==> config.mk <==
export PLATFORM = sky130hd
export DESIGN_NAME = vid_src_arbiter
export DESIGN_NICKNAME = d
export VERILOG_FILES = /design/src/rtl/vid_stream_pkg.sv /design/src/rtl/vid_raster_tracker.sv /design/src/rtl/vid_src_arbiter.sv
export SDC_FILE = /design/constraint.sdc
export NUM_CORES = 1
export LEC_CHECK = 0
export ABC_AREA = 1
export CORE_UTILIZATION = 42
export CTS_CLUSTER_DIAMETER = 100
export DETAILED_ROUTE_END_ITERATION = 10
export PLACE_DENSITY_LB_ADDON = 0.3
export REMOVE_ABC_BUFFERS = 1
export SYNTH_ARGS = -nofsm -noshare
export SYNTH_HDL_FRONTEND = slang
export SYNTH_SLANG_ARGS = --single-unit
==> constraint.sdc <==
create_clock -name clk -period 4.84 [get_ports clk]
set_input_delay 0.968 -clock clk [delete_from_list [all_inputs] [get_ports clk]]
set_output_delay 0.968 -clock clk [all_outputs]
set_load 0.05 [all_outputs]
==> src/rtl/vid_stream_pkg.sv <==
// vid_stream_pkg: shared definitions for the video stream arbiter and the
// test-pattern generators feeding it.
//   - arb_state_e : arbiter state encoding (IDLE / SYNC / PASS)
//   - VID_DATA_W  : default pixel width (8/8/8 RGB), used as DATA_W default
//   - 720p raster constants (active and total timing, pixel clock)
//   - cnt_w()     : counter width helper that never returns 0
package vid_stream_pkg;

  localparam int VID_DATA_W      = 24;

  localparam int H_ACTIVE_720P   = 1280;
  localparam int V_ACTIVE_720P   = 720;
  localparam int H_TOTAL_720P    = 1650;
  localparam int V_TOTAL_720P    = 750;
  localparam int PIX_CLK_HZ_720P = 74_250_000;

  typedef enum logic [1:0] {
    ST_IDLE = 2'd0,
    ST_SYNC = 2'd1,
    ST_PASS = 2'd2
  } arb_state_e;

  function automatic int cnt_w(input int n);
    return (n > 1) ? $clog2(n) : 1;
  endfunction

endpackage

==> src/rtl/vid_raster_tracker.sv <==
// vid_raster_tracker: x/y position of the forwarded stream.
// Ports:
//   clk, resetn  : clock, async active-low reset
//   clear        : synchronous restart at (0,0) (frame start found)
//   hs           : accepted beat on the output stream
//   tuser, tlast : sideband of the accepted beat
//   frame_end    : accepted tlast on the last line (combinational)
//   err_evt      : accepted beat violates raster framing (combinational)
module vid_raster_tracker
  import vid_stream_pkg::*;
#(
  parameter int H_ACTIVE = H_ACTIVE_720P,
  parameter int V_ACTIVE = V_ACTIVE_720P
) (
  input  logic clk,
  input  logic resetn,
  input  logic clear,
  input  logic hs,
  input  logic tuser,
  input  logic tlast,
  output logic frame_end,
  output logic err_evt
);

  localparam int XW = cnt_w(H_ACTIVE);
  localparam int YW = cnt_w(V_ACTIVE);
  localparam logic [XW-1:0] X_LAST = XW'(H_ACTIVE - 1);
  localparam logic [YW-1:0] Y_LAST = YW'(V_ACTIVE - 1);

  logic [XW-1:0] x;
  logic [YW-1:0] y;
  logic          x_last, y_last;

  assign x_last = (x == X_LAST);
  assign y_last = (y == Y_LAST);

  // tlast always closes the line, even when early, so the next line starts
  // cleanly at x=0. A missing tlast parks x at its last value rather than
  // running past the line length.
  always_ff @(posedge clk or negedge resetn) begin
    if (!resetn) begin
      x <= '0;
      y <= '0;
    end else if (clear) begin
      x <= '0;
      y <= '0;
    end else if (hs) begin
      if (tlast) begin
        x <= '0;
        y <= y_last ? '0 : y + 1'b1;
      end else if (!x_last) begin
        x <= x + 1'b1;
      end
    end
  end

  assign frame_end = hs & tlast & y_last;
  assign err_evt   = hs & ((tlast & ~x_last) |
                           (~tlast & x_last) |
                           (tuser & ((x != '0) | (y != '0))));

endmodule

==> src/rtl/vid_src_arbiter.sv <==
// vid_src_arbiter: shares one AXI4-Stream video output between two sources,
// switching only on frame boundaries.
// Ports:
//   clk, resetn           : clock, async active-low reset
//   i_enable, i_sel       : run request / requested source, sampled in IDLE
//                           and at frame end only
//   s0_* / s1_*           : source streams (tdata, tvalid, tuser, tlast, tready)
//   m_*                   : output stream, zero-latency pass-through in PASS
//   o_active_src          : source currently selected
//   o_busy                : not IDLE
//   o_frame_done          : one-cycle pulse after a frame's last beat
//   o_err                 : sticky framing error, cleared in IDLE
// Build option: DRAIN_UNSEL_EN - unselected source is drained (tready=1)
// whenever not IDLE instead of being back-pressured.
module vid_src_arbiter
  import vid_stream_pkg::*;
#(
  parameter int DATA_W   = VID_DATA_W,
  parameter int H_ACTIVE = H_ACTIVE_720P,
  parameter int V_ACTIVE = V_ACTIVE_720P
) (
  input  logic              clk,
  input  logic              resetn,
  input  logic              i_enable,
  input  logic              i_sel,
  input  logic [DATA_W-1:0] s0_tdata,
  input  logic              s0_tvalid,
  input  logic              s0_tuser,
  input  logic              s0_tlast,
  output logic              s0_tready,
  input  logic [DATA_W-1:0] s1_tdata,
  input  logic              s1_tvalid,
  input  logic              s1_tuser,
  input  logic              s1_tlast,
  output logic              s1_tready,
  output logic [DATA_W-1:0] m_tdata,
  output logic              m_tvalid,
  output logic              m_tuser,
  output logic              m_tlast,
  input  logic              m_tready,
  output logic              o_active_src,
  output logic              o_busy,
  output logic              o_frame_done,
  output logic              o_err
);

  arb_state_e  state, state_nxt;
  logic        cur_src, src_nxt;

  logic [DATA_W-1:0] sel_tdata;
  logic        sel_tvalid, sel_tuser, sel_tlast;
  logic        sel_rdy, unsel_rdy;
  logic        sync_hit, hs, frame_end, err_evt;

  assign sel_tdata  = cur_src ? s1_tdata  : s0_tdata;
  assign sel_tvalid = cur_src ? s1_tvalid : s0_tvalid;
  assign sel_tuser  = cur_src ? s1_tuser  : s0_tuser;
  assign sel_tlast  = cur_src ? s1_tlast  : s0_tlast;

  // Frame start on the selected source; in SYNC it is left unconsumed so it
  // becomes the first beat forwarded in PASS.
  assign sync_hit = sel_tvalid & sel_tuser;
  assign hs       = m_tvalid & m_tready;

  // ---- state register ----
  always_ff @(posedge clk or negedge resetn) begin
    if (!resetn) begin
      state   <= ST_IDLE;
      cur_src <= 1'b0;
    end else begin
      state   <= state_nxt;
      cur_src <= src_nxt;
    end
  end

  // ---- next state ----
  always_comb begin
    state_nxt = state;
    src_nxt   = cur_src;
    unique case (state)
      ST_IDLE: if (i_enable) begin
        src_nxt   = i_sel;
        state_nxt = ST_SYNC;
      end
      ST_SYNC: if (sync_hit) state_nxt = ST_PASS;
      ST_PASS: if (frame_end) begin
        if (!i_enable) begin
          state_nxt = ST_IDLE;
        end else if (i_sel != cur_src) begin
          src_nxt   = i_sel;
          state_nxt = ST_SYNC;
        end
      end
      default: state_nxt = ST_IDLE;
    endcase
  end

  // ---- outputs ----
  always_comb begin
    m_tvalid  = 1'b0;
    m_tdata   = '0;
    m_tuser   = 1'b0;
    m_tlast   = 1'b0;
    sel_rdy   = 1'b0;
    unique case (state)
      ST_SYNC: sel_rdy = ~sync_hit;
      ST_PASS: begin
        m_tvalid = sel_tvalid;
        m_tdata  = sel_tdata;
        m_tuser  = sel_tuser;
        m_tlast  = sel_tlast;
        sel_rdy  = m_tready;
      end
      default: ;
    endcase
`ifdef DRAIN_UNSEL_EN
    unsel_rdy = (state != ST_IDLE);
`else
    unsel_rdy = 1'b0;
`endif
    s0_tready = cur_src ? unsel_rdy : sel_rdy;
    s1_tready = cur_src ? sel_rdy   : unsel_rdy;
  end

  assign o_active_src = cur_src;
  assign o_busy       = (state != ST_IDLE);

  vid_raster_tracker #(
    .H_ACTIVE (H_ACTIVE),
    .V_ACTIVE (V_ACTIVE)
  ) u_tracker (
    .clk       (clk),
    .resetn    (resetn),
    .clear     ((state == ST_SYNC) & sync_hit),
    .hs        (hs),
    .tuser     (sel_tuser),
    .tlast     (sel_tlast),
    .frame_end (frame_end),
    .err_evt   (err_evt)
  );

  // hs is only possible in PASS, so frame_end/err_evt need no state gating.
  // Leaving for IDLE wins over a same-cycle error.
  always_ff @(posedge clk or negedge resetn) begin
    if (!resetn) begin
      o_frame_done <= 1'b0;
      o_err        <= 1'b0;
    end else begin
      o_frame_done <= frame_end;
      if (state_nxt == ST_IDLE) o_err <= 1'b0;
      else if (err_evt)         o_err <= 1'b1;
    end
  end

endmodule

Yosys cells after proc, flatten, opt, wreduce, memory -nomap -nowiden

Index checks and enable logic that the tools add are counted.

Logic and storage cells: 77
Output and inout port bits: 33
Flip-flop bits (word level): 26
Input port bits: 59

Muxes and demuxes: 32
Reductions and logical operators: 12
Eq/ne operators: 10
Bitwise gates (word level): 15
Add/sub/neg operators: 2

Operators with widths:

| cell                    | count |
|---|---|
| $mux W24                | 2 |
| $mux W11                | 4 |
| $mux W10                | 4 |
| $mux W1                 | 14 |
| $add A11 B1 Y11 const B | 1 |
| $eq A11 B11 Y1 const B  | 1 |
| $reduce_bool A11 Y1     | 1 |
| $add A10 B1 Y10 const B | 1 |
| $eq A10 B10 Y1 const B  | 1 |
| $mux W2                 | 5 |
| $reduce_bool A10 Y1     | 1 |
| $reduce_bool A2 Y1      | 5 |
| $and A1 B1 Y1           | 9 |
| $ne A2 B2 Y1 const B    | 4 |
| $pmux W2 S3             | 1 |
| $reduce_and A5 Y1       | 1 |
| $logic_not A2 Y1        | 2 |
| $pmux W1 S2             | 2 |
| $reduce_and A2 Y1       | 2 |
| $ne A3 B1 Y1 const B    | 1 |
| $not A1 Y1              | 3 |
| $or A1 B1 Y1            | 3 |
| $eq A2 B1 Y1 const B    | 1 |
| $eq A2 B2 Y1 const B    | 1 |
| $ne A1 B1 Y1            | 1 |

Depth between registers and ports, before layout

Gate-level depths: netlist of run 1.

Word-level depth: 9
Depth in mapped cells: 13
Mapped depth without buffers: 12

Hierarchy

From an unflattened synthesis of run 1, not the netlist that was laid out.

Cell total of the unflattened synthesis: 363
Area, all modules: 2248.4 µm²

By module, submodules not included:

| module             | cells an instance | area an instance (µm²) | sequential area each (µm²) | instances |
|---|---|---|---|---|
| vid_raster_tracker | 214               | 1466.4                 | 525.5                      | 1 |
| vid_src_arbiter    | 149               | 782.0                  | 125.1                      | 1 |

Least setup slack after synthesis of run 1

Ideal clock, no wire load.

Kind: input -> output
Start point: in s1_tvalid
End point: out s0_tready
Path slack: 1839 ps
Stages: 7
Data arrival time: 2033 ps
Path through: nand2_1 -> nand2_4 -> nand2_1 -> nand2_1 -> nand2_1 -> nand2_1 -> nor2_1

Word-level cells in the longest chain between the ends: 5

Ends and longest elaborated chain:

| item               | line                   | source |
|---|---|---|
| start: declaration | vid_src_arbiter.sv:32  | `input logic s1_tvalid,` |
| $mux W1            | vid_src_arbiter.sv:56  | `assign sel_tvalid = cur_src ? s1_tvalid : s0_tvalid;` |
| $and A1 B1 Y1      | vid_src_arbiter.sv:62  | `assign sync_hit = sel_tvalid & sel_tuser;` |
| $not A1 Y1         | vid_src_arbiter.sv:106 | `ST_SYNC: sel_rdy = ~sync_hit;` |
| $pmux W1 S2        | vid_src_arbiter.sv:105 | `unique case (state)` |
| $mux W1            | vid_src_arbiter.sv:121 | `s0_tready = cur_src ? unsel_rdy : sel_rdy;` |
| end: declaration   | vid_src_arbiter.sv:30  | `output logic s0_tready,` |

No other way between the ends.

Worst setup path in the final report of run 1

Ends and elaborated chain as after synthesis.

==> out/results.ini, run 1 <==
[global_route]
busiest_layer=met2
track_usage=0.240
grt_pass1_vias=2094
grtUsageMet3=0.0345
grt_pass1_wl_um=9810
use_met2=0.410
gr-total-overflow=0
met1_usage=0.321
grt_max_degree=33
antenna_found_initial=0

[timing]
fin_crit_ns=3.74
relSlewSlack=0.652
setup_viol=0
worstMarginPinSlew_ns=0.520
fin_crit_sh=0.773
fmax_mhz=267
fin_tns_setup_ns=0
fin_skew_ns=0.00616
grt_setup_unrepaired=no
final_hold_viol_count=0
drv_slew=0

[pwr]
leakage_nw=1.45
vdd_drop_max_uv=155
finalPower_mw=0.590
power_density_nw_per_um2=190

[floorplan]
dieHeight_um=72.8
core_area_um2=4790
fp.dieArea_um2=5300
start_util=0.440
ios=92
row_count=25
die_w_um=72.8

[placement]
globalplace.congestion=0.819
io_buffers=91
hpwl_um=4850

[routing]
dr.pass1.iters=4
vias=2344
first_iter_violations=132
avgRoutedWirePerCell_um=12.7
vias_per_cell=4.88
ant_nets=0
routed_wl_um=6090
drc_errors=0

[layout]
layout_commonest_cell=clkdlybuf4s50_1
area_growth_pct=47.6
final_cell_mix=91 x clkdlybuf4s50_1, 77 x nor2_1, 52 x nand2_1
fin_nets=483
diodes=0
drive_above_1_share=0.0460

[clock_tree]
worst_skew_pair.late_latency_ns=0.27
root_buffer=clkbuf_8
cts_resized=0
clk_pin_slew_ns=0.09
numCtsBuffers=3
cts.hold.buffers_added=0
post-cts-setup-buffers=0
cts.path.max_buffers=2
cts.sinks=26
cts_tree=yes
h-tree-depth=1

[logic_synthesis]
ys_warn_count=0
synth_edf_count=0
synth_cells=326
synth_top_flop_cell=dfrtp_1
synth.distinct_cells=30
avgSynthCellArea_um2=6.46
synth_area_um2=2110
async_reset_ff_frac=1.00
seq_area_frac_synth=0.309
ys_seq_elements=26

[setup_path]
endpoint_kind=primary output
required_ns=3.87
cp.arrival_ns=2.77
critPathKind=input port to primary output
cp_max_fo=3
worstSetupStartpointType=input port

[flow_run]
cap_violations=0

[worst_hold_path]
hp-class=flip-flop to flip-flop

[outcome]
status=finished clean

## metrics by stage
stage | util | hold slack [ns] | std cells | worst slack [ns] | instance area, µm²
floorplan | - | 0.486 | 316 | 1.31 | 2050
global placement | 0.641 | 0.505 | 477 | 1.14 | 3070
detailed placement | 0.641 | 0.509 | 477 | 1.10 | 3070
CTS | 0.649 | 0.528 | 480 | 1.10 | 3110
global route | 0.649 | 0.552 | 480 | 0.907 | 3110
finish | 0.649 | 0.534 | 480 | 1.10 | 3110
## per-layer routing
layer  routed length [µm]  part of all wire
met1                 2910              0.48
met2                 2980              0.49
met3                  154             0.025
met4                   49            0.0080
met5                    0                 0
## area by class of cell
class	count	area [µm²]
repair buffers	94	933
clock buffers	3	41.3
inverters	44	165
flip-flops and latches	26	651
multi-input cells	246	1230
well taps	67	83.8
fillers	431	1680
## flip-flops by register name (all words and copies together) (netlist names)
| register | flops |
|---|---|
| o_err | 1 |
| u_tracker.x | 11 |
| u_tracker.y | 10 |
| o_frame_done | 1 |
| o_active_src | 1 |
| state | 2 |
## worst max-delay path, stage by stage
cell,delay [ns]
clkdlybuf4s50_1,0.41
nand2_1,0.12
nand2_4,0.09
nand2_1,0.11
nand2_1,0.06
nand2_1,0.05
nand2_1,0.07
nor2_1,0.09
clkdlybuf4s50_1,0.81
## synthesized netlist by cell type, types with 4 or more instances
cell type	instances	area share
nor2_1	77	0.14
nand2_1	52	0.093
inv_1	42	0.075
o21ai_0	31	0.074
dfrtp_1	26	0.31
nand3_1	23	0.055
a21oi_1	16	0.038
ha_1	9	0.053
nor3_1	7	0.017
clkbuf_1	6	0.011
nand2_4	6	0.032
o21ai_1	6	0.014
o21a_1	4	0.014
## cells by family after synthesis
logic type,share of synthesized area
compound gates,0.166
simple gates,0.362
xor+xnor,0.00416
fa+ha+maj,0.0535
buf+inv,0.105
flops,0.309
## path summary, 6_finish.rpt
kind	start	cells past startpoint	slack, ns	end
min in group asynchronous	resetn	2	1.05	u_tracker.x[7]
max	s1_tvalid	9	1.10	s0_tready
min	u_tracker.x[7]	1	0.53	u_tracker.x[7]
max in group asynchronous	resetn	2	3.53	state[0]
max reg2reg	state[0]	13	2.31	u_tracker.y[9]
min reg2reg	u_tracker.x[7]	1	0.53	u_tracker.x[7]
## report_power, final
| group | switching, mW | internal, mW | total, mW |
|---|---|---|---|
| Clock | 0.0649 | 0.0558 | 0.121 |
| Combinational | 0.112 | 0.0953 | 0.207 |
| Sequential | 0.0237 | 0.239 | 0.263 |
Power figures use the tool's default switching activity.
==> inputs of run 2 (changes only) <==
--- a/config.mk
+++ b/config.mk
@@ -6,7 +6,7 @@
 export NUM_CORES = 1
 export LEC_CHECK = 0
 export ABC_AREA = 1
-export CORE_UTILIZATION = 42
+export CORE_UTILIZATION = 39
 export CTS_CLUSTER_DIAMETER = 100
 export DETAILED_ROUTE_END_ITERATION = 10
 export PLACE_DENSITY_LB_ADDON = 0.3
==> constraint.sdc (replaced) <==
create_clock -name clk -period 3.1 [get_ports clk]
set_input_delay 0.62 -clock clk [delete_from_list [all_inputs] [get_ports clk]]
set_output_delay 0.62 -clock clk [all_outputs]
set_load 0.05 [all_outputs]
==> out/results.ini, run 2 (same netlist as run 1, synthesis figures left out) <==
[routing]
ant_nets=0
first_iter_violations=116
dr.pass1.iters=4
vias_per_cell=4.86
vias=2361
routed_wl_um=6180
drc_errors=0
avgRoutedWirePerCell_um=12.7

[layout]
drive_above_1_share=0.123
fin_util=0.605
area_growth_pct=47.7
largest_reg_flops=11
diodes=0
fin_nets=485
fin_cells=486
layout_commonest_cell=nor2_1
top_regs=u_tracker.x x11, u_tracker.y x10, state x2
final_cell_mix=77 x nor2_1, 62 x clkdlybuf4s50_1, 52 x nand2_1
fin_area_um2=3110
largest_register=u_tracker.x

[placement]
placed_area_um2=3040
hpwl_um=4930
dp.cells=482
dp_slack_ns=0.596
globalplace.congestion=0.876
io_buffers=91

[floorplan]
ios=92
row_count=26
fp.dieArea_um2=5700
die_w_um=75.5
core_area_um2=5140
start_util=0.410
dieHeight_um=75.5

[clock_tree]
post-cts-setup-buffers=0
root_buffer=clkbuf_8
clk_pin_slew_ns=0.10
cts.sinks=26
cts.hold.buffers_added=0
h-tree-depth=1
worst_skew_pair.late_latency_ns=0.28
cts_tree=yes
numCtsBuffers=3
cts.path.max_buffers=2
cts_resized=0

[timing]
fin_crit_sh=0.885
fin_crit_ns=2.74
drv_slew=0
grt_setup_unrepaired=no
final_hold_viol_count=0
fmax_mhz=364
fin_skew_ns=0.00851
fin_tns_setup_ns=0
relSlewSlack=0.601
worstMarginPinSlew_ns=0.599
layout_setup_ws_ns=0.355
hold-worst-slack_ns=0.530
setup_viol=0

[pwr]
leakage_nw=1.50
finalPower_mw=1.01
power_density_nw_per_um2=325
vdd_drop_max_uv=294

[flow_run]
cap_violations=0

[setup_path]
required_ns=2.48
cp.arrival_ns=2.12
endpoint_kind=primary output
cp_max_fo=18
rrSetupSlack_ns=0.62
worstSetupStartpointType=flip-flop
critPathKind=flip-flop to primary output

[outcome]
status=finished clean

[global_route]
grt_pass1_vias=2048
grt_max_degree=27
antenna_found_initial=0
gr-total-overflow=0
track_usage=0.219
grt_pass1_wl_um=9550

[worst_hold_path]
hp-class=flip-flop to flip-flop

[run 2: cell count changes in the layout (fill, tap and decap cells not counted), sizes merged]
| cell | previous run | this run |
|---|---|---|
| bufinv | 0 | 1 |
| buf | 3 | 34 |
| clkdlybuf4s50 | 91 | 62 |
[run 2: critical path, stage by stage (launching register included)]
cell,delay [ns]
dfrtp_1,0.43
inv_1,0.18
ha_1,0.56
nand2_1,0.16
nand2_1,0.10
nand2_1,0.07
nor2_1,0.19
buf_12,0.17
[run 2: per-layer routing]
metal  share of wire  GRT usage  vias to the layer above
li1                -          -                     1224
met2            0.45      0.374                       75
met1            0.45      0.280                     1049
met3           0.078     0.0397                       13
met4           0.020     0.0741                        0
met5               0          0                        -
[run 2: report_power, final]
group	internal (mW)	switching, mW	total (mW)
registers	0.373	0.0352	0.408
clock network	0.173	0.111	0.284
logic	0.143	0.175	0.318
[run 2: path summary, 6_finish.rpt]
check | start | end | cells past startpoint
max | state[0] | s1_tready | 7
min | u_tracker.x[7] | u_tracker.x[7] | 1
max reg2reg | state[0] | u_tracker.y[9] | 12
min reg2reg | u_tracker.x[7] | u_tracker.x[7] | 1
max in group asynchronous | resetn | u_tracker.y[6] | 2
min in group asynchronous | resetn | u_tracker.x[6] | 2
[run 2: final cells by class]
type,instances,area (µm²)
multi-input cells,246,1230
inverters,44,165
flip-flops and latches,26,651
fillers,491,2030
clock inverters,1,30.0
clock buffers,3,41.3
repair buffers,96,901
well taps,70,87.6
==> edit 1, RTL diff (flow settings as in run 2) <==
The option `DRAIN_UNSEL_EN` is turned on by a define.
--- a/src/rtl/vid_src_arbiter.sv
+++ b/src/rtl/vid_src_arbiter.sv
@@ -12,6 +12,8 @@
 //   o_err                 : sticky framing error, cleared in IDLE
 // Build option: DRAIN_UNSEL_EN - unselected source is drained (tready=1)
 // whenever not IDLE instead of being back-pressured.
+`define DRAIN_UNSEL_EN
+
 module vid_src_arbiter
   import vid_stream_pkg::*;
 #(
Function: changed (a bounded check fails within 4 cycles, from zero or initial values and one cycle with resetn low).
==> edit 1 against run 2 <==
Sequential cell count is the same. Critical endpoint unchanged. Count of clock-buffer cells in the layout is the same. Routed wire length grew 5.5%. Total power grew 2.5%. Final cell count grew 0.62%. Die area grew 2.3%. Core utilization grew 2.8 points. Setup slack gained 0.042 ns. Design area grew 6.0%. Synthesized area grew 2.4%.
==> edit 1: results (changes against run 2) <==
| Metric | Value |
|---|---|
| Status | finished clean |
| First-pass GRT wire length | 10800 µm (+13%) |
| GRT met2 Usage | 40.5% (+3.1 points) |
| Fraction of area in multi-input gates | 38.6% (-1.1 points) |
| CP max stage cell | dfrtp_1 |
| Share of layout cells above drive strength 1 | 12.9% (+0.63 points) |
| Fillers | 481 (-2.0%) |
| First-iteration detailed-routing DRC count | 208 (+79%) |
| Inverters | 46 (+4.5%) |
| Vias | 2377 (+0.68%) |
| Post-CTS setup buffers | 0 (unchanged) |
| DP HPWL | 5160 µm (+4.6%) |
| Buffering overhead | 31.7% (+2.7 points) |
| Clock Skew | 0.00591 ns (-0.00260 ns) |
| Seq/Total Area, Yosys | 30.2% (-0.72 points) |
| Plain + repair buffers | 95 (-1.0%) |
| Clk tree area frac | 2.16% (-0.13 points) |
| Power share of the sequential group | 39.3% (-1.1 points) |
| Multi-In Gates | 248 (+0.81%) |
| Reg2Reg Depth | 11 (-1) |
| Met1 wire length | 2820 µm (+1.5%) |
| Slew headroom | 65.6% (+5.5 points) |
| Synth Instances | 331 (+1.5%) |
| Netlist cell types | 33 (+10%) |
| Met2 Routed Length | 3290 µm (+18%) |
| Fin cells | 489 (+0.62%) |
| WL met3 | 264 µm (-45%) |
| CP peak stage delay | 0.54 ns (-0.02 ns) |
| Commonest cells post-synth | nor2_1, nand2_1, inv_1 |
| CP Max Fanout | 11 (-7) |
| Top cells by area, synth | dfrtp_1, nor2_1, nand2_1, o21ai_0, inv_1 |
| Met3 usage | 3.83% (-0.14 points) |
| Setup WS pre-CTS | 0.456 ns (-0.140 ns) |
| Vias in the first global route | 2226 (+8.7%) |
| Comb pwr share | 33.0% (+1.5 points) |
| Grt met1 use | 28.7% (+0.67 points) |
| GPL Wtd Cong | 0.974 (+11%) |
| NetSw | 0.327 mW (+1.7%) |
| Max rail drop VDD | 0.273 mV (-7.2%) |
| P_leak | 1.56 nW (+3.9%) |
## edit 1: cell types whose count changed after synthesis, sizes merged, moves of 2 or more
cell,before,now
inv,44,46
nand3,24,18
a31oi,1,3
a21oi,16,14
nor4,0,2
o21ai,38,42
## edit 1: worst max-delay path, delay by kind of cell, from the launching register on
| kind | cells | cell delay, ns |
|---|---|---|
| AOI/OAI and AO/OA | 2 | 0.38 |
| buffers and inverters | 2 | 0.42 |
| DFF | 1 | 0.54 |
| and+or+nand+nor | 5 | 0.48 |
## edit 1: cells by family after synthesis
logic type / count (synthesis) / share of synthesized area (%)
xor+xnor: 2 / 0.813
flops: 26 / 30.2
buf+inv: 57 / 10.9
fa+ha+maj: 9 / 5.22
compound gates: 67 / 16.8
simple gates: 170 / 36.1
## edit 1: final timing paths
kind,startpoint,endpoint,slack [ns]
hold reg to reg,u_tracker.x[3]$_DFFE_PN0P_,u_tracker.x[3]$_DFFE_PN0P_,0.50
setup reg to reg,u_tracker.x[0]$_DFFE_PN0P_,u_tracker.x[3]$_DFFE_PN0P_,0.91
hold / removal,u_tracker.x[3]$_DFFE_PN0P_,u_tracker.x[3]$_DFFE_PN0P_,0.50
max in group asynchronous,resetn,u_tracker.x[4]$_DFFE_PN0P_,2.15
min in group asynchronous,resetn,u_tracker.y[4]$_DFFE_PN0P_,0.70
setup / recovery,o_active_src$_DFFE_PN0P_,s1_tready,0.40
## edit 1: per-stage QoR
| step | cell area, µm² | TNS [ns] |
|---|---|---|
| 2_1_floorplan | 2090 | -0.724 |
| 3_3_place_gp | 3230 | 0 |
| 3_5_place_dp | 3230 | 0 |
| 4_1_cts | 3300 | 0 |
| 5_1_grt | 3300 | 0 |
| 6_report | 3300 | 0 |
==> edit 2, RTL diff (settings of run 2) <==
Made on the original files. The 3 states of `arb_state_e` get a one-hot encoding in 3 bits.
--- a/src/rtl/vid_stream_pkg.sv
+++ b/src/rtl/vid_stream_pkg.sv
@@ -14,10 +14,10 @@
   localparam int V_TOTAL_720P    = 750;
   localparam int PIX_CLK_HZ_720P = 74_250_000;
 
-  typedef enum logic [1:0] {
-    ST_IDLE = 2'd0,
-    ST_SYNC = 2'd1,
-    ST_PASS = 2'd2
+  typedef enum logic [2:0] {
+    ST_IDLE = 3'b001,
+    ST_SYNC = 3'b010,
+    ST_PASS = 3'b100
   } arb_state_e;
 
   function automatic int cnt_w(input int n);
Check against the original RTL: same outputs for any inputs over 10 cycles, from zero or initial values and one cycle with resetn low; not proved beyond that.
==> edit 2 against run 2 <==
Routed wire length increased by 4.2%. Clock skew decreased by 0.0049 ns. Via count increased by 5.9%. Setup slack improved by 0.0069 ns. Synthesized area increased by 0.42%. Design area decreased by 0.32%. Global-route usage increased by 0.11 points. Sequential cell count increased by 1. Critical endpoint is now m_tdata[20]. Die area increased by 0.41%. Largest cell class unchanged.
Power is not compared: it rests on default switching activity, and its combinational part moved more than twofold at a synthesized area within 25%.
==> edit 2: results (changes against run 2) <==
| Metric | Value |
|---|---|
| CP peak stage delay | 0.82 ns (+0.26 ns) |
| R2R setup slack | 0.87 ns (+0.25 ns) |
| Vias in the first global route | 2235 (+9.1%) |
| Grt met1 use | 25.5% (-2.5 points) |
| Largest net degree at the start of global routing | 31 (+15%) |
| Share of layout cells above drive strength 1 | 10.8% (-1.4 points) |
| CP max stage cell | clkdlybuf4s50_1 |
| Least-Margin Pin Slew | 0.672 ns (+0.0726 ns) |
| Top flop regs | u_tracker.x: 11 flops, u_tracker.y: 10 flops, state: 3 flops |
| Top cells by area, synth | dfrtp_1, nand2_1, a21oi_1, inv_1, nor2_1 |
| Layout Nets | 490 (+1.0%) |
| CTS root buf | clkbuf_8 |
| Worst R2R End | u_tracker.x[6]$_DFFE_PN0P_ |
| Critical path arrival | 2.12 ns (about the same) |
| First-iteration detailed-routing DRC count | 77 (-34%) |
| GRT met2 Usage | 42.4% (+5.0 points) |
| Top_reg_cell synth | dfrtp_1 |
| Crit path to | m_tdata[20] |
| Seq/Total Area, Yosys | 32.0% (+1.1 points) |
| First-pass GRT wire length | 9660 µm (+1.2%) |
| Top delay family on crit path | buffers and inverters |
| GRT Total Usage | 22.0% (+0.11 points) |
| NetSw | about 0.81 mW |
| Antenna diodes | 0 (unchanged) |
| Reg2Reg Depth | 15 (+3) |
| Crit path from | s1_tdata[20] |
| Met3 usage | 3.04% (-0.93 points) |
| Met2 Routed Length | 3170 µm (+14%) |
| Status | finished clean |
| CP Max Fanout | 1 (-17) |
| GPL Wtd Cong | 0.903 (+3.0%) |
| WL met3 | 451 µm (-6.8%) |
| Vias per inst | 5.05 (+4.0%) |
| Commonest cells post-synth | nand2_1, a21oi_1, inv_1 |
| Clock Path Buffers | 2 (unchanged) |
| P_leak | between 1 and 1.5 nW |
| Reg-to-reg critical path startpoint | u_tracker.x[1]$_DFFE_PN0P_ |
| DP HPWL | 4930 µm (about the same) |
| Fillers | 469 (-4.5%) |
| Wirelength per Cell | 13.0 µm (+2.3%) |
| Clock Skew | 0.00358 ns (-0.00493 ns) |
| Met1 wire length | 2790 µm (+0.29%) |
| Post-CTS setup buffers | 0 (unchanged) |
| IO buf count | 91 (unchanged) |
| Clock transition at path regs | 0.10 ns (about the same) |
| 1st-pass router iterations | 4 (unchanged) |
| PostCTS Resize Cnt | 0 (unchanged) |
| Netlist cell types | 28 (-6.7%) |
-- edit 2: logic make-up after synthesis --
kind of cell	synth area share, %
buffers and inverters	10.9
DFF	32.0
and+or+nand+nor	37.7
AOI/OAI and AO/OA	16.0
xor gates and xnor gates	0.414
adders and majority gates	2.96
-- edit 2: how the worst min path moves through the flow --
stage	start	to	slack [ns]	depth (start not counted)
floorplan	resetn	o_active_src$_DFFE_PN0P_	0.32	0
global placement	o_err$_DFFE_PN0P_	o_err$_DFFE_PN0P_	0.51	2
detailed placement	o_err$_DFFE_PN0P_	o_err$_DFFE_PN0P_	0.52	2
CTS	o_err$_DFFE_PN0P_	o_err$_DFFE_PN0P_	0.54	2
global route	o_err$_DFFE_PN0P_	o_err$_DFFE_PN0P_	0.57	2
finish	o_err$_DFFE_PN0P_	o_err$_DFFE_PN0P_	0.53	2
-- edit 2: cell type report --
class                      count  area share [%]
clock buffer                   3            1.33
clock inverter                 1           0.161
timing repair buffer          95            29.8
multi-input combinational    257            39.0
tap                           70            2.83
sequential                    27            21.8
inverter                      42            5.09
-- edit 2: per-stage QoR --
step / hold WS [ns] / area (µm²) / worst slack [ns] / instances / TNS, ns
final: 0.530 / 3100 / 0.362 / 495 / 0
after global routing: 0.574 / 3100 / 0.245 / 495 / 0
after CTS: 0.535 / 3100 / 0.363 / 495 / 0
after detailed placement: 0.520 / 3050 / 0.365 / 491 / 0
after global placement: 0.512 / 3050 / 0.380 / 491 / 0
after floorplan: 0.324 / 2040 / -0.116 / 326 / -0.232
-- edit 2: power groups by stage --
stage	clock network [mW]	registers, mW	logic [mW]
3_5_place_dp	0	0.535	0.941
5_1_grt	0.221	0.539	1.07
2_1_floorplan	0	0.572	0.578
6_report	0.210	0.529	0.945
4_1_cts	0.208	0.529	0.945
3_3_place_gp	0	0.530	0.920
